===== config.mk =====
export PLATFORM = sky130hd
export DESIGN_NAME = mem_arbiter
export DESIGN_NICKNAME = d
export VERILOG_FILES = /design/src/rtl/mem_arbiter.sv
export SDC_FILE = /design/constraint.sdc
export NUM_CORES = 1
export LEC_CHECK = 0
export CORE_ASPECT_RATIO = 2
export CORE_MARGIN = 8
export CORE_UTILIZATION = 38
export CTS_CLUSTER_DIAMETER = 200
export CTS_CLUSTER_SIZE = 14
export DETAILED_ROUTE_END_ITERATION = 7
export GPL_ROUTABILITY_DRIVEN = 0
export HOLD_SLACK_MARGIN = 0.15
export PLACE_DENSITY_LB_ADDON = 0.15
export SLEW_MARGIN = 0
export SYNTH_ARGS = -nofsm -noshare
export SYNTH_HDL_FRONTEND = slang
export SYNTH_SLANG_ARGS = --single-unit
export TNS_END_PERCENT = 20

===== constraint.sdc =====
create_clock -name clk -period 2.1 [get_ports clk]
set_input_delay 0.63 -clock clk [delete_from_list [all_inputs] [get_ports clk]]
set_output_delay 0.63 -clock clk [all_outputs]
set_load 0.1 [all_outputs]

===== src/rtl/mem_arbiter.sv =====
// Two-requester arbiter in front of the shared multicycle data memory.
// Grants either a single-word write or a BLOCK_WORDS burst fill; fill data is passed straight through.
module mem_arbiter #(
   parameter int ADDR_W      = 16,
   parameter int DATA_W      = 16,
   parameter int BLOCK_WORDS = 8,
   parameter int IDX_W       = $clog2(BLOCK_WORDS)
) (
   input  logic              clk,
   input  logic              rst,
   input  logic              i_req,
   input  logic              i_we,
   input  logic [ADDR_W-1:0] i_addr,
   input  logic [DATA_W-1:0] i_wdata,
   output logic              i_fill_valid,
   output logic [IDX_W-1:0]  i_fill_idx,
   output logic              i_done,
   input  logic              d_req,
   input  logic              d_we,
   input  logic [ADDR_W-1:0] d_addr,
   input  logic [DATA_W-1:0] d_wdata,
   output logic              d_fill_valid,
   output logic [IDX_W-1:0]  d_fill_idx,
   output logic              d_done,
   output logic [DATA_W-1:0] fill_data,
   output logic              mem_en,
   output logic              mem_wr,
   output logic [ADDR_W-1:0] mem_addr,
   output logic [DATA_W-1:0] mem_wdata,
   input  logic [DATA_W-1:0] mem_rdata,
   input  logic              mem_rvalid
);

   // state | meaning
   // IDLE  | sample requests, grant one, latch its command
   // WRITE | one-cycle memory write, owner done
   // FILL  | issue BLOCK_WORDS reads, forward returns, done on last return
   // HOLD  | one dead cycle so the finished requester can drop req
   typedef enum logic [1:0] {S_IDLE, S_WRITE, S_FILL, S_HOLD} state_t;

   localparam logic OWN_I = 1'b0;
   localparam logic OWN_D = 1'b1;
   localparam logic [IDX_W-1:0] LAST_IDX = IDX_W'(BLOCK_WORDS - 1);

   state_t              state_q, state_d;
   logic                owner_q;     // doubles as last_owner for the round-robin tie-break
   logic [ADDR_W-1:0]   addr_q;
   logic [DATA_W-1:0]   wdata_q;
   logic [IDX_W:0]      iss_q;
   logic [IDX_W-1:0]    ret_q;
   logic                grant_v, grant_d, sel_we;
   logic                done, fill_v;

   always_ff @(posedge clk or negedge rst) begin
      if (!rst) begin
         state_q <= S_IDLE;
         owner_q <= OWN_I;
         addr_q  <= '0;
         wdata_q <= '0;
         iss_q   <= '0;
         ret_q   <= '0;
      end else begin
         state_q <= state_d;
         if (grant_v) begin
            owner_q <= grant_d;
            addr_q  <= grant_d ? d_addr : i_addr;
            wdata_q <= grant_d ? d_wdata : i_wdata;
            iss_q   <= '0;
            ret_q   <= '0;
         end else if (state_q == S_FILL) begin
            if (!iss_q[IDX_W]) iss_q <= iss_q + 1'b1;
            if (mem_rvalid)    ret_q <= ret_q + 1'b1;
         end
      end
   end

   always_comb begin
      state_d   = state_q;
      grant_v   = 1'b0;
      grant_d   = 1'b0;
      sel_we    = 1'b0;
      done      = 1'b0;
      fill_v    = 1'b0;
      mem_en    = 1'b0;
      mem_wr    = 1'b0;
      mem_addr  = '0;
      mem_wdata = '0;
      fill_data = '0;
      case (state_q)
         S_IDLE: begin
            if (i_req || d_req) begin
               grant_v = 1'b1;
               grant_d = d_req && (!i_req || owner_q == OWN_I);
               sel_we  = grant_d ? d_we : i_we;
               state_d = sel_we ? S_WRITE : S_FILL;
            end
         end
         S_WRITE: begin
            mem_en    = 1'b1;
            mem_wr    = 1'b1;
            mem_addr  = addr_q;
            mem_wdata = wdata_q;
            done      = 1'b1;
            state_d   = S_HOLD;
         end
         S_FILL: begin
            if (!iss_q[IDX_W]) begin
               mem_en   = 1'b1;
               mem_addr = {addr_q[ADDR_W-1:IDX_W+1], iss_q[IDX_W-1:0], 1'b0};
            end
            fill_data = mem_rdata;
            fill_v    = mem_rvalid;
            if (mem_rvalid && ret_q == LAST_IDX) begin
               done    = 1'b1;
               state_d = S_HOLD;
            end
         end
         S_HOLD:  state_d = S_IDLE;
         default: state_d = S_IDLE;
      endcase
   end

   always_comb begin
      i_fill_valid = 1'b0;
      d_fill_valid = 1'b0;
      i_fill_idx   = '0;
      d_fill_idx   = '0;
      i_done       = 1'b0;
      d_done       = 1'b0;
      if (owner_q == OWN_D) begin
         d_fill_valid = fill_v;
         d_done       = done;
         if (state_q == S_FILL) d_fill_idx = ret_q;
      end else begin
         i_fill_valid = fill_v;
         i_done       = done;
         if (state_q == S_FILL) i_fill_idx = ret_q;
      end
   end

endmodule


==> flow_summary.html, run 1 <==
<table>
<tr><th>Metric</th><th>Value</th></tr>
<tr><th colspan="2">Floorplanning</th></tr>
<tr><td>Die area</td><td>about 0.0097 mm²</td></tr>
<tr><td>Floorplan Core Area</td><td>0.006569 mm²</td></tr>
<tr><td>Std-Cell Rows</td><td>42</td></tr>
<tr><td>Die height</td><td>between 100 and 150 µm</td></tr>
<tr><td>Horizontal extent of the die</td><td>roughly 74 µm</td></tr>
<tr><td>Boundary Pins</td><td>147</td></tr>
<tr><td>Effective utilization at floorplan</td><td>38.70%</td></tr>
<tr><th colspan="2">Logic synthesis</th></tr>
<tr><td>Register area share after synthesis</td><td>between 40% and 50%</td></tr>
<tr><td>Number of distinct library cells after synthesis</td><td>33</td></tr>
<tr><td>Warnings, synthesis</td><td>0</td></tr>
<tr><td>Syn Area/Cell</td><td>roughly 8.3 µm²</td></tr>
<tr><td>Async SR Flop Fraction</td><td>100.0%</td></tr>
<tr><td>Cells after synthesis</td><td>308</td></tr>
<tr><td>Synthesized flop and latch total</td><td>42</td></tr>
<tr><td>Library cell with the largest summed area after synthesis</td><td>dfrtp_1</td></tr>
<tr><td>Post-synthesis cell area</td><td>between 0.002 and 0.003 mm²</td></tr>
<tr><td>Number of synthesized flops with an enable pin</td><td>0</td></tr>
<tr><td>Top FF cell, synth</td><td>dfrtp_1</td></tr>
<tr><td>Portion of synthesized cell area occupied by the leading cell type</td><td>roughly 41%</td></tr>
<tr><td>Leading post-synthesis cells by cell area</td><td>dfrtp_1 41%, and2_1 12%, o21ai_0 7.1%</td></tr>
<tr><td>Post-Synthesis Net Count</td><td>402</td></tr>
<tr><th colspan="2">Pwr</th></tr>
<tr><td>Fraction of power spent switching nets</td><td>51.35%</td></tr>
<tr><td>Worst IR Drop VDD</td><td>0.001181 V</td></tr>
<tr><td>Switching power</td><td>0.004773 W</td></tr>
<tr><td>Reported leakage power</td><td>around 2.2 nW</td></tr>
<tr><td>Fraction of power consumed by the clock network</td><td>9.5%</td></tr>
<tr><td>Portion of total power attributed to sequential cells</td><td>15.5%</td></tr>
<tr><td>Overall power</td><td>between 0.009 and 0.01 W</td></tr>
<tr><td>Internal Dissipation</td><td>0.004523 W</td></tr>
<tr><td>Proportion of power drawn by combinational gates</td><td>75.0%</td></tr>
<tr><td>Total power per unit cell area</td><td>1761 mW/mm²</td></tr>
<tr><th colspan="2">STA</th></tr>
<tr><td>Setup violations, final</td><td>just over 50</td></tr>
<tr><td>Pins Over Slew Limit</td><td>0</td></tr>
<tr><td>Max Fclk</td><td>between 400 and 500 MHz</td></tr>
<tr><td>Final setup margin</td><td>-0.2602 ns</td></tr>
<tr><td>Period utilization</td><td>112.4%</td></tr>
<tr><td>Shortest period the worst path allows</td><td>2.360 ns</td></tr>
<tr><td>Post-route clock skew</td><td>~0.0061 ns</td></tr>
<tr><td>Final sum of negative setup slack</td><td>-7.481 ns</td></tr>
<tr><td>Max transition margin</td><td>roughly 62%</td></tr>
<tr><td>RSZ-0062 raised after global routing</td><td>true</td></tr>
<tr><td>Hold Vio Cnt, Final</td><td>0</td></tr>
<tr><td>Slew @ Worst Pin</td><td>0.5751 ns</td></tr>
<tr><th colspan="2">Global route</th></tr>
<tr><td>Final global-route overflow total</td><td>0</td></tr>
<tr><td>Tot GR Track Use</td><td>between 20% and 30%</td></tr>
<tr><td>Via count of the first global-routing pass</td><td>3193</td></tr>
<tr><td>Antenna violations before repair</td><td>0</td></tr>
<tr><td>Maximum number of pins on one net before global-route repair</td><td>33</td></tr>
<tr><td>First-pass GRT wire length</td><td>16120 µm</td></tr>
<tr><th colspan="2">Clock network</th></tr>
<tr><td>Clock-pin slew reported for the worst setup and hold paths after clock tree synthesis</td><td>0.06 ns</td></tr>
<tr><td>CTS buffer count</td><td>5</td></tr>
<tr><td>Number of H-tree levels</td><td>2</td></tr>
<tr><td>Clock latency of the later-clocked register in the worst-skew pair</td><td>~0.28 ns</td></tr>
<tr><td>TritonCTS clock tree</td><td>done</td></tr>
<tr><td>Longest Clk Path Bufs</td><td>2</td></tr>
<tr><td>Clk sinks</td><td>42</td></tr>
<tr><td>Library cell used as clock root buffer</td><td>clkbuf_16</td></tr>
<tr><th colspan="2">Job</th></tr>
<tr><td>Max-cap violation count</td><td>0</td></tr>
<tr><th colspan="2">Outcome</th></tr>
<tr><td>Result of the run</td><td>complete, but fails checks</td></tr>
<tr><td>Violations in the final reports</td><td>setup timing</td></tr>
<tr><th colspan="2">Worst setup path</th></tr>
<tr><td>Crit Path Class</td><td>reg2out</td></tr>
<tr><td>Critical path capture point type</td><td>output port</td></tr>
<tr><td>Critical path required time</td><td>approximately 1.5 ns</td></tr>
<tr><td>Sort of element at the start of the critical path</td><td>flip-flop</td></tr>
<tr><td>Biggest fanout along the worst timing path</td><td>6</td></tr>
<tr><td>Crit path DAT</td><td>1.73 ns</td></tr>
<tr><th colspan="2">Routing</th></tr>
<tr><td>Remaining routing DRC violations</td><td>0</td></tr>
<tr><td>Sum of routed wire length over all layers</td><td>9989 µm</td></tr>
<tr><td>Detailed route wirelength on metal3</td><td>approximately 690 µm</td></tr>
<tr><td>Routed wire length on met2</td><td>5589 µm</td></tr>
<tr><td>Initial DRC Count</td><td>around 150</td></tr>
<tr><td>Average detailed-routed wire length per instance</td><td>18.19 µm</td></tr>
<tr><td>Vias post-DR</td><td>2882</td></tr>
<tr><td>Via count normalized by instance count</td><td>around 5.2</td></tr>
<tr><td>Uppermost layer routed</td><td>met4</td></tr>
<tr><td>Post-route antenna net violation count</td><td>0</td></tr>
<tr><td>Initial DRT Pass Iterations</td><td>5</td></tr>
<tr><td>Routed metal-1 wire length</td><td>3284 µm</td></tr>
<tr><th colspan="2">Cells and area</th></tr>
<tr><td>Syn-to-layout area delta</td><td>107.6%</td></tr>
<tr><td>Highest-count cells in the layout ignoring fill and taps</td><td>84 x clkdlybuf4s50_1, 65 x buf_12, 42 x dfrtp_1, 36 x nand2_1, 36 x o21ai_0</td></tr>
<tr><td>Share of layout cells above drive strength 1</td><td>36.88%</td></tr>
<tr><td>Most frequent standard cell in the layout excluding fill and tap cells</td><td>clkdlybuf4s50_1</td></tr>
<tr><td>Number of nets in the finished design</td><td>554</td></tr>
<tr><td>Final antenna diode count</td><td>0</td></tr>
<tr><th colspan="2">Placement</th></tr>
<tr><td>Dpl ws</td><td>-0.2186 ns</td></tr>
<tr><td>Number of port buffers</td><td>146</td></tr>
<tr><td>Detail Placement HPWL</td><td>7700 µm</td></tr>
<tr><th colspan="2">Min path</th></tr>
<tr><td>Type of the worst min-delay path</td><td>in2async</td></tr>
</table>
==> final timing paths <==
| check | from | to | slack [ns] | depth (start not counted) |
|---|---|---|---|---|
| worst max register to register | state_q[0]$_DFFE_PN0P_ | addr_q[15]$_DFFE_PN0P_ | 0.27 | 6 |
| max in group asynchronous | rst | wdata_q[11]$_DFFE_PN0P_ | 1.22 | 2 |
| worst min register to register | wdata_q[12]$_DFFE_PN0P_ | wdata_q[12]$_DFFE_PN0P_ | 0.48 | 2 |
| worst max-delay path | state_q[0]$_DFFE_PN0P_ | mem_addr[7] | -0.26 | 7 |
| worst min-delay path | rst | addr_q[9]$_DFFE_PN0P_ | 0.34 | 1 |
| min in group clk | wdata_q[12]$_DFFE_PN0P_ | wdata_q[12]$_DFFE_PN0P_ | 0.48 | 2 |
==> sequential cells by signal, summed over array words and instances (netlist names) <==
register  count
addr_q       16
iss_q         4
owner_q       1
ret_q         3
state_q       2
wdata_q      16
==> stage by stage <==
step | hold slack [ns] | cells | instance area, µm² | utilization, %
floorplan | 0.3344 | 308 | 2719 | -
global placement | 0.4531 | 538 | 4946 | 75.30
detailed placement | 0.4665 | 538 | 4946 | 75.30
CTS | 0.3513 | 549 | 5221 | 79.49
global route | 0.3882 | 549 | 5278 | 80.34
finish | 0.3375 | 549 | 5278 | 80.34
==> Yosys cell counts, drive strengths merged (3+ instances only) <==
library cell / n
o21ai: 67
and2: 49
dfrtp: 42
nand2: 36
a21oi: 35
buf: 15
clkbuf: 11
ha: 7
nor2: 6
and3: 5
nor2b: 5
a22oi: 3
nand3: 3
nor3b: 3
==> layout make-up <==
type	count	area [µm²]
fillers	399	1291
multi-input cells	238	1580
inverters	2	7.507
clock buffers	5	125.1
flip-flops and latches	42	1051
repair buffers	171	2360
well taps	88	110.1
clock inverters	3	43.79
==> power by group through the flow <==
stage / clock [W] / combinational (W) / sequential, W
2_1_floorplan: 0 / 0.00428 / 0.00135
3_3_place_gp: 0 / 0.00649 / 0.00140
3_5_place_dp: 0 / 0.00659 / 0.00142
4_1_cts: 0.000903 / 0.00690 / 0.00142
5_1_grt: 0.000940 / 0.00728 / 0.00148
6_report: 0.000885 / 0.00697 / 0.00144
==> layer usage <==
metal	vias to the layer above	global-route usage [%]
met1	1368	21.27
met4	0	11.55
met2	142	37.92
met3	23	5.030
met5	-	0
li1	1349	-
==> cell families after synthesis <==
logic type	synth area share [%]
and+or+nand+nor	23.08
adders and majority gates	3.445
AOI/OAI and AO/OA	25.25
buffers and inverters	5.462
xor gates and xnor gates	1.034
DFF	41.34
muxes	0.3937
==> timing repair <==
item / CTS / global route
buffers inserted: 2 / 0
hold buffers: 0 / 0
gates resized for setup: 15 / 23
pin swaps: 6 / 15
endpoints found under the setup margin: 59 / 59
endpoints found under the hold margin: 0 / 0
cloned: 1 / 0
==> critical path, cell delays in order, from the launching register on <==
cell and delay (ns):
dfrtp_1 0.38, inv_2 0.08, buf_12 0.13, ha_4 0.25, o21a_4 0.16, buf_16 0.12
and2_4 0.15, buf_12 0.17
No activity file was read; power rests on OpenSTA's default activity.
==> inputs of run 2 (changes only) <==
--- a/config.mk
+++ b/config.mk
@@ -5,6 +5,7 @@
 export SDC_FILE = /design/constraint.sdc
 export NUM_CORES = 1
 export LEC_CHECK = 0
+export ABC_CLOCK_PERIOD_IN_PS = 2100
 export CORE_ASPECT_RATIO = 2
 export CORE_MARGIN = 8
 export CORE_UTILIZATION = 38
@@ -14,6 +15,7 @@
 export GPL_ROUTABILITY_DRIVEN = 0
 export HOLD_SLACK_MARGIN = 0.15
 export PLACE_DENSITY_LB_ADDON = 0.15
+export SKIP_LAST_GASP = 1
 export SLEW_MARGIN = 0
 export SYNTH_ARGS = -nofsm -noshare
 export SYNTH_HDL_FRONTEND = slang
==> run 2 against run 1 <==
Fmax rose by 0.26%; sequential share of layout area increased by 0.21 points; the run still ends with setup timing left; flip-flop and latch count stayed put; worst setup slack gained 0.0061 ns; global-route usage about the same; cell count unchanged; design area is 1.0% lower; register-to-register slack barely moved.
==> flow_summary.html, run 2 (synthesis gave the netlist of run 1 again) <==
<table>
<tr><th>Metric</th><th>Value</th></tr>
<tr><th colspan="2">Floorplanning</th></tr>
<tr><td>Boundary Pins</td><td>147 (unchanged)</td></tr>
<tr><td>Die height</td><td>131.7 µm (unchanged)</td></tr>
<tr><td>Effective utilization at floorplan</td><td>38.70% (unchanged)</td></tr>
<tr><td>Horizontal extent of the die</td><td>73.84 µm (unchanged)</td></tr>
<tr><td>Floorplan Core Area</td><td>0.006569 mm² (unchanged)</td></tr>
<tr><td>Die area</td><td>0.009723 mm² (unchanged)</td></tr>
<tr><td>Std-Cell Rows</td><td>42 (unchanged)</td></tr>
<tr><th colspan="2">Cells and area</th></tr>
<tr><td>Syn-to-layout area delta</td><td>105.4%</td></tr>
<tr><td>Most frequent standard cell in the layout excluding fill and tap cells</td><td>clkdlybuf4s50_1</td></tr>
<tr><td>Highest-count cells in the layout ignoring fill and taps</td><td>85 x clkdlybuf4s50_1, 65 x buf_12, 42 x dfrtp_1, 37 x and2_2</td></tr>
<tr><td>Number of nets in the finished design</td><td>554 (unchanged)</td></tr>
<tr><td>Share of layout cells above drive strength 1</td><td>36.66% (-0.22 points)</td></tr>
<tr><td>Post-route cell area</td><td>0.005223 mm² (-1.0%)</td></tr>
<tr><td>Fill cell total of the finished layout</td><td>420 (+5.3%)</td></tr>
<tr><td>Layout Utilization</td><td>79.50% (-0.84 points)</td></tr>
<tr><td>Regs by FF count</td><td>addr_q (16), wdata_q (16), iss_q (4)</td></tr>
<tr><td>Final antenna diode count</td><td>0 (unchanged)</td></tr>
<tr><th colspan="2">Worst setup path</th></tr>
<tr><td>Sort of element at the start of the critical path</td><td>flip-flop</td></tr>
<tr><td>Crit Path Class</td><td>reg2out</td></tr>
<tr><td>Critical path required time</td><td>1.47 ns (about the same)</td></tr>
<tr><td>Biggest fanout along the worst timing path</td><td>7 (+1)</td></tr>
<tr><td>Critical path capture point type</td><td>output port</td></tr>
<tr><td>Worst reg2reg setup slack</td><td>0.28 ns (about the same)</td></tr>
<tr><td>Crit path DAT</td><td>1.72 ns (about the same)</td></tr>
<tr><th colspan="2">STA</th></tr>
<tr><td>Max Fclk</td><td>424.8 MHz (+0.26%)</td></tr>
<tr><td>Slew @ Worst Pin</td><td>0.5857 ns (+0.01067 ns)</td></tr>
<tr><td>Shortest period the worst path allows</td><td>2.354 ns (-0.006150 ns)</td></tr>
<tr><td>Post-route clock skew</td><td>0.003750 ns (-0.002303 ns)</td></tr>
<tr><td>Period utilization</td><td>112.1% (-0.29 points)</td></tr>
<tr><td>Pins Over Slew Limit</td><td>0 (unchanged)</td></tr>
<tr><td>RSZ-0062 raised after global routing</td><td>true</td></tr>
<tr><td>Final setup margin</td><td>-0.2541 ns (+0.006150 ns)</td></tr>
<tr><td>Hold Vio Cnt, Final</td><td>0 (unchanged)</td></tr>
<tr><td>Max transition margin</td><td>60.95% (-0.71 points)</td></tr>
<tr><td>Setup violations, final</td><td>50 (-2.0%)</td></tr>
<tr><td>Worst hold slack across all endpoints</td><td>0.3410 ns (+0.003478 ns)</td></tr>
<tr><th colspan="2">Pwr</th></tr>
<tr><td>Total power per unit cell area</td><td>1756 mW/mm² (-0.29%)</td></tr>
<tr><td>Reported leakage power</td><td>2.208 nW (-0.95%)</td></tr>
<tr><td>Worst IR Drop VDD</td><td>0.001229 V (+4.1%)</td></tr>
<tr><th colspan="2">Routing</th></tr>
<tr><td>Post-route antenna net violation count</td><td>0 (unchanged)</td></tr>
<tr><td>Vias post-DR</td><td>2865 (-0.59%)</td></tr>
<tr><td>Sum of routed wire length over all layers</td><td>9814 µm (-1.8%)</td></tr>
<tr><td>Remaining routing DRC violations</td><td>0 (unchanged)</td></tr>
<tr><td>Initial DRC Count</td><td>116 (-20%)</td></tr>
<tr><td>Average detailed-routed wire length per instance</td><td>17.88 µm (-1.8%)</td></tr>
<tr><td>Via count normalized by instance count</td><td>5.219 (-0.59%)</td></tr>
<tr><td>Initial DRT Pass Iterations</td><td>4 (-1)</td></tr>
<tr><th colspan="2">Global route</th></tr>
<tr><td>Final global-route overflow total</td><td>0 (unchanged)</td></tr>
<tr><td>First-pass GRT wire length</td><td>16090 µm (-0.17%)</td></tr>
<tr><td>Via count of the first global-routing pass</td><td>3200 (+0.22%)</td></tr>
<tr><td>Maximum number of pins on one net before global-route repair</td><td>33 (unchanged)</td></tr>
<tr><td>Tot GR Track Use</td><td>21.21% (-0.046 points)</td></tr>
<tr><td>Antenna violations before repair</td><td>0 (unchanged)</td></tr>
<tr><th colspan="2">Placement</th></tr>
<tr><td>Number of port buffers</td><td>146 (unchanged)</td></tr>
<tr><td>Detail Placement HPWL</td><td>7700 µm (unchanged)</td></tr>
<tr><td>Dpl ws</td><td>-0.2186 ns (unchanged)</td></tr>
<tr><td>Dpl cell area</td><td>0.004946 mm² (unchanged)</td></tr>
<tr><th colspan="2">Clock network</th></tr>
<tr><td>CTS buffer count</td><td>5 (unchanged)</td></tr>
<tr><td>Library cell used as clock root buffer</td><td>clkbuf_16</td></tr>
<tr><td>Clk sinks</td><td>42 (unchanged)</td></tr>
<tr><td>Cts-stage hold buffer count</td><td>0 (unchanged)</td></tr>
<tr><td>Clock-pin slew reported for the worst setup and hold paths after clock tree synthesis</td><td>0.06 ns (about the same)</td></tr>
<tr><td>Longest Clk Path Bufs</td><td>2 (unchanged)</td></tr>
<tr><td>TritonCTS clock tree</td><td>done</td></tr>
<tr><td>Clock latency of the later-clocked register in the worst-skew pair</td><td>0.28 ns (about the same)</td></tr>
<tr><td>Number of H-tree levels</td><td>2 (unchanged)</td></tr>
<tr><th colspan="2">Job</th></tr>
<tr><td>Max-cap violation count</td><td>0 (unchanged)</td></tr>
<tr><th colspan="2">Outcome</th></tr>
<tr><td>Violations in the final reports</td><td>setup timing</td></tr>
<tr><td>Result of the run</td><td>complete, but fails checks</td></tr>
<tr><th colspan="2">Min path</th></tr>
<tr><td>Type of the worst min-delay path</td><td>in2async</td></tr>
</table>
[run 2: changes by cell type in the layout (fill, tap and decap cells not counted), moves of 3 or more]
cell	change
and2_4	-14
buf_6	-3
and2_2	+14
buf_4	+4
[run 2: final cells by class]
cell class	instances	area (µm²)	area share (%)
tap	88	110.1	2.108
clock inverter	3	43.79	0.8385
timing repair buffer	171	2338	44.78
sequential	42	1051	20.12
inverter	2	7.507	0.1437
multi-input combinational	238	1546	29.61
clock buffer	5	125.1	2.396
[run 2: worst paths after layout]
path | from | to | cells past startpoint
min | rst | addr_q[9]$_DFFE_PN0P_ | 1
max reg2reg | state_q[0]$_DFFE_PN0P_ | addr_q[15]$_DFFE_PN0P_ | 6
min in group clk | wdata_q[3]$_DFFE_PN0P_ | wdata_q[3]$_DFFE_PN0P_ | 2
max in group asynchronous | rst | wdata_q[11]$_DFFE_PN0P_ | 2
max | state_q[0]$_DFFE_PN0P_ | mem_addr[6] | 7
min reg2reg | wdata_q[3]$_DFFE_PN0P_ | wdata_q[3]$_DFFE_PN0P_ | 2
[run 2: what timing repair did]
action	CTS	global route
cloned	1	0
gates resized for setup	13	2
setup buffers	2	0
pin swaps	6	1
endpoints found under the setup margin	59	59
[run 2: critical path: stages, from the launching register on]
cell     delay (ns)
dfrtp_1        0.38
inv_2          0.08
buf_12         0.13
ha_4           0.25
o21a_4         0.16
buf_12         0.12
and2_4         0.14
buf_12         0.17
[run 2: where the power goes]
| part | switching [W] | internal [W] | leakage [nW] |
|---|---|---|---|
| registers | 0.000250 | 0.00117 | 0.531 |
| clock network | 0.000326 | 0.000563 | 0.0842 |
| logic | 0.00415 | 0.00271 | 1.59 |
| total | 0.00473 | 0.00445 | 2.21 |
[run 2: routing by layer]
metal / up-vias / wire (µm) / GRT usage, % / share of wire, %
met5: - / 0 / 0 / 0
met4: 0 / 423 / 11.55 / 4.3
met3: 23 / 746 / 5.030 / 7.6
met2: 140 / 5407 / 37.82 / 55
met1: 1347 / 3237 / 21.22 / 33
li1: 1355 / - / - / -
[run 2: stage by stage]
stage	instances	total power [W]	setup TNS (ns)
after global routing	549	0.009583	-12.04
after detailed placement	538	0.008012	-0.7208
after global placement	538	0.007892	-0.6525
after CTS	549	0.009204	-9.604
after floorplan	308	0.005625	-4.486
final	549	0.009172	-8.283
==> inputs of run 3 (changes only) <==
--- a/config.mk
+++ b/config.mk
@@ -5,13 +5,13 @@
 export SDC_FILE = /design/constraint.sdc
 export NUM_CORES = 1
 export LEC_CHECK = 0
-export ABC_CLOCK_PERIOD_IN_PS = 2100
 export CORE_ASPECT_RATIO = 2
 export CORE_MARGIN = 8
-export CORE_UTILIZATION = 38
+export CORE_UTILIZATION = 50
 export CTS_CLUSTER_DIAMETER = 200
 export CTS_CLUSTER_SIZE = 14
 export DETAILED_ROUTE_END_ITERATION = 7
+export DONT_BUFFER_PORTS = 1
 export GPL_ROUTABILITY_DRIVEN = 0
 export HOLD_SLACK_MARGIN = 0.15
 export PLACE_DENSITY_LB_ADDON = 0.15
==> run 3 against run 2 <==
The flow still finishes with violations (setup timing); worst setup slack worse by 0.019 ns; non-clock buffer count is 91 lower; fmax is 0.82% lower; sequential power hardly changed; die area is 20% lower; clock-buffer cell count stayed put; register-to-register slack worse by 0.12 ns.
==> flow_summary.html, run 3 (synthesis gave the netlist of run 1 again) <==
<table>
<tr><th>Metric</th><th>Value</th></tr>
<tr><th colspan="2">Outcome</th></tr>
<tr><td>Result of the run</td><td>complete, but fails checks</td></tr>
<tr><td>Violations in the final reports</td><td>setup timing</td></tr>
<tr><th colspan="2">Routing</th></tr>
<tr><td>Remaining routing DRC violations</td><td>0 (unchanged)</td></tr>
<tr><td>Sum of routed wire length over all layers</td><td>8782 µm (-11%)</td></tr>
<tr><td>Initial DRT Pass Iterations</td><td>5 (+1)</td></tr>
<tr><td>Post-route antenna net violation count</td><td>0 (unchanged)</td></tr>
<tr><td>Vias post-DR</td><td>2516 (-12%)</td></tr>
<tr><td>Via count normalized by instance count</td><td>5.879 (+13%)</td></tr>
<tr><td>Average detailed-routed wire length per instance</td><td>20.52 µm (+15%)</td></tr>
<tr><td>Initial DRC Count</td><td>184 (+59%)</td></tr>
<tr><th colspan="2">Worst setup path</th></tr>
<tr><td>Crit path DAT</td><td>1.74 ns (+0.02 ns)</td></tr>
<tr><td>Cells along the critical path</td><td>inv_2, ha_4, o21a_4, buf_12, and2_4, buf_12</td></tr>
<tr><td>Peak per-stage delay on the critical path</td><td>0.44 ns (+0.06 ns)</td></tr>
<tr><td>Top delay family on crit path</td><td>flip-flops</td></tr>
<tr><td>Critical path capture point type</td><td>output port</td></tr>
<tr><td>Crit Path Class</td><td>reg2out</td></tr>
<tr><td>Worst Path Buf+Inv</td><td>3 (-1)</td></tr>
<tr><td>Critical path required time</td><td>1.47 ns (about the same)</td></tr>
<tr><td>Highest-delay cell along the critical path</td><td>dfrtp_1</td></tr>
<tr><td>CP dominant cell by count</td><td>buf_12</td></tr>
<tr><td>Sort of element at the start of the critical path</td><td>flip-flop</td></tr>
<tr><td>Biggest fanout along the worst timing path</td><td>7 (unchanged)</td></tr>
<tr><th colspan="2">STA</th></tr>
<tr><td>Shortest period the worst path allows</td><td>2.373 ns (+0.01939 ns)</td></tr>
<tr><td>RSZ-0062 raised after global routing</td><td>true</td></tr>
<tr><td>Final sum of negative setup slack</td><td>-7.822 ns (+0.4613 ns)</td></tr>
<tr><td>Pins Over Slew Limit</td><td>0 (unchanged)</td></tr>
<tr><td>Hold Vio Cnt, Final</td><td>0 (unchanged)</td></tr>
<tr><td>Period utilization</td><td>113.0% (+0.92 points)</td></tr>
<tr><td>Final setup margin</td><td>-0.2735 ns (-0.01939 ns)</td></tr>
<tr><td>Max transition margin</td><td>11.65% (-49 points)</td></tr>
<tr><td>Max Fclk</td><td>421.3 MHz (-0.82%)</td></tr>
<tr><td>Post-route clock skew</td><td>0.01115 ns (+0.007405 ns)</td></tr>
<tr><td>Slew @ Worst Pin</td><td>1.325 ns (+0.7395 ns)</td></tr>
<tr><td>Setup violations, final</td><td>60 (+20%)</td></tr>
<tr><th colspan="2">Placement</th></tr>
<tr><td>Detail Placement HPWL</td><td>6506 µm (-15%)</td></tr>
<tr><td>Number of port buffers</td><td>0 (-100%)</td></tr>
<tr><td>Dpl ws</td><td>-0.08486 ns (+0.1337 ns)</td></tr>
<tr><th colspan="2">Global route</th></tr>
<tr><td>First-pass GRT wire length</td><td>13390 µm (-17%)</td></tr>
<tr><td>Final global-route overflow total</td><td>0 (unchanged)</td></tr>
<tr><td>Tot GR Track Use</td><td>22.09% (+0.88 points)</td></tr>
<tr><td>Maximum number of pins on one net before global-route repair</td><td>43 (+30%)</td></tr>
<tr><td>Via count of the first global-routing pass</td><td>2631 (-18%)</td></tr>
<tr><td>Antenna violations before repair</td><td>0 (unchanged)</td></tr>
<tr><th colspan="2">Min path</th></tr>
<tr><td>Type of the worst min-delay path</td><td>in2async</td></tr>
<tr><th colspan="2">Cells and area</th></tr>
<tr><td>Regs by FF count</td><td>addr_q (16), wdata_q (16), iss_q (4)</td></tr>
<tr><td>Fill cell total of the finished layout</td><td>295 (-30%)</td></tr>
<tr><td>Sequential standard cell area</td><td>0.001051 mm² (unchanged)</td></tr>
<tr><td>Final antenna diode count</td><td>0 (unchanged)</td></tr>
<tr><td>Share of layout cells above drive strength 1</td><td>44.32% (+7.7 points)</td></tr>
<tr><td>Most frequent standard cell in the layout excluding fill and tap cells</td><td>buf_12</td></tr>
<tr><td>Area of combinational cells with multiple inputs</td><td>0.001549 mm² (+0.16%)</td></tr>
<tr><td>Highest-count cells in the layout ignoring fill and taps</td><td>62 x buf_12, 42 x dfrtp_1, 37 x and2_2, 36 x nand2_1, 36 x o21ai_0</td></tr>
<tr><td>Number of nets in the finished design</td><td>463 (-16%)</td></tr>
<tr><td>Syn-to-layout area delta</td><td>64.76%</td></tr>
<tr><th colspan="2">Pwr</th></tr>
<tr><td>Fraction of power consumed by the clock network</td><td>7.3% (-2.4 points)</td></tr>
<tr><td>Reported leakage power</td><td>1.804 nW (-18%)</td></tr>
<tr><td>Proportion of power drawn by combinational gates</td><td>76.1% (+1.3 points)</td></tr>
<tr><td>Worst IR Drop VDD</td><td>0.001582 V (+29%)</td></tr>
<tr><td>Total power per unit cell area</td><td>2052 mW/mm² (+17%)</td></tr>
<tr><td>Portion of total power attributed to sequential cells</td><td>16.6% (+1.1 points)</td></tr>
<tr><td>Overall power</td><td>0.008596 W (-6.3%)</td></tr>
<tr><td>Fraction of power spent switching nets</td><td>53.96% (+2.4 points)</td></tr>
<tr><td>Internal Dissipation</td><td>0.003957 W (-11%)</td></tr>
<tr><td>Switching power</td><td>0.004638 W (-1.9%)</td></tr>
<tr><th colspan="2">Floorplanning</th></tr>
<tr><td>Floorplan Core Area</td><td>0.005046 mm² (-23%)</td></tr>
<tr><td>Std-Cell Rows</td><td>37 (-12%)</td></tr>
<tr><td>Horizontal extent of the die</td><td>66.42 µm (-10%)</td></tr>
<tr><td>Effective utilization at floorplan</td><td>50.38% (+12 points)</td></tr>
<tr><td>Die height</td><td>116.8 µm (-11%)</td></tr>
<tr><td>Die area</td><td>0.007761 mm² (-20%)</td></tr>
<tr><td>Boundary Pins</td><td>147 (unchanged)</td></tr>
<tr><th colspan="2">Clock network</th></tr>
<tr><td>Clk sinks</td><td>42 (unchanged)</td></tr>
<tr><td>CTS buffer count</td><td>5 (unchanged)</td></tr>
<tr><td>Library cell used as clock root buffer</td><td>clkbuf_8</td></tr>
<tr><td>Clock-pin slew reported for the worst setup and hold paths after clock tree synthesis</td><td>0.08 ns (+0.02 ns)</td></tr>
<tr><td>Clock latency of the later-clocked register in the worst-skew pair</td><td>0.29 ns (about the same)</td></tr>
<tr><td>Longest Clk Path Bufs</td><td>2 (unchanged)</td></tr>
<tr><td>Number of H-tree levels</td><td>2 (unchanged)</td></tr>
<tr><td>TritonCTS clock tree</td><td>done</td></tr>
<tr><th colspan="2">Job</th></tr>
<tr><td>Max-cap violation count</td><td>0 (unchanged)</td></tr>
</table>
-- run 3: changes by cell type in the layout (fill, tap and decap cells not counted), sizes merged --
| cell | before | now |
|---|---|---|
| clkinv | 1 | 2 |
| buf | 86 | 80 |
| inv | 3 | 2 |
| clkdlybuf4s50 | 85 | 0 |
-- run 3: repair_timing --
item                                    4_1_cts  5_1_grt
pin swaps                                     6        1
endpoints found under the setup margin       60       60
hold endpoints to repair                     42        0
hold buffers                                  1        0
resized for setup                            13        1
setup buffers                                 3        2
cloned                                        1        0
-- run 3: through the flow --
| stage | utilization (%) | instances | hold WS, ns | instance area, µm² |
|---|---|---|---|---|
| final | 83.02 | 428 | 0.1776 | 4189 |
| after floorplan | - | 308 | 0.3344 | 2719 |
| after detailed placement | 77.98 | 413 | 0.3358 | 3935 |
| after global placement | 77.98 | 413 | 0.3361 | 3935 |
| after CTS | 82.67 | 426 | 0.1742 | 4172 |
| after global routing | 83.02 | 428 | 0.1724 | 4189 |
-- run 3: routing by layer --
metal  vias up  global-route usage [%]  share of wire, %
met2       122                   40.89                56
met3        13                   6.292               8.3
li1       1166                       -                 -
met4         0                   6.313               1.7
met5         -                       0                 0
met1      1215                   23.02                34
-- run 3: final timing paths --
kind                                               from                      end  slack, ns  cells after the start
worst max-delay path             state_q[1]$_DFFE_PN0P_             mem_addr[11]      -0.27                      6
worst min-delay path                                rst  wdata_q[15]$_DFFE_PN0P_       0.18                      1
worst max register to register   state_q[1]$_DFFE_PN0P_   wdata_q[2]$_DFFE_PN0P_       0.16                      7
worst min register to register  wdata_q[13]$_DFFE_PN0P_  wdata_q[13]$_DFFE_PN0P_       0.49                      2
max in group asynchronous                           rst   wdata_q[5]$_DFFE_PN0P_       1.71                      1
min in group clk                                  i_req      owner_q$_DFFE_PN0P_       0.43                      1
-- run 3: final cells by class --
cell class | count | share of cell area [%]
clock buffer | 5 | 1.643
clock inverter | 3 | 0.9558
inverter | 2 | 0.1792
multi-input combinational | 238 | 36.98
sequential | 42 | 25.09
tap | 58 | 1.732
timing repair buffer | 80 | 33.42
-- run 3: power groups by stage --
stage | combinational (W) | clock, W | sequential, W
2_1_floorplan | 0.00428 | 0 | 0.00135
3_3_place_gp | 0.00603 | 0 | 0.00141
3_5_place_dp | 0.00618 | 0 | 0.00143
4_1_cts | 0.00652 | 0.000646 | 0.00142
5_1_grt | 0.00681 | 0.000665 | 0.00147
6_report | 0.00654 | 0.000627 | 0.00143
-- run 3: worst reg2reg max path, stage by stage (launching register included) --
cell and delay, ns:
dfrtp_1 0.44, inv_2 0.14, buf_4 0.12, ha_1 0.29, o21a_1 0.36, buf_12 0.22
o21ai_0 0.12, o21ai_1 0.16
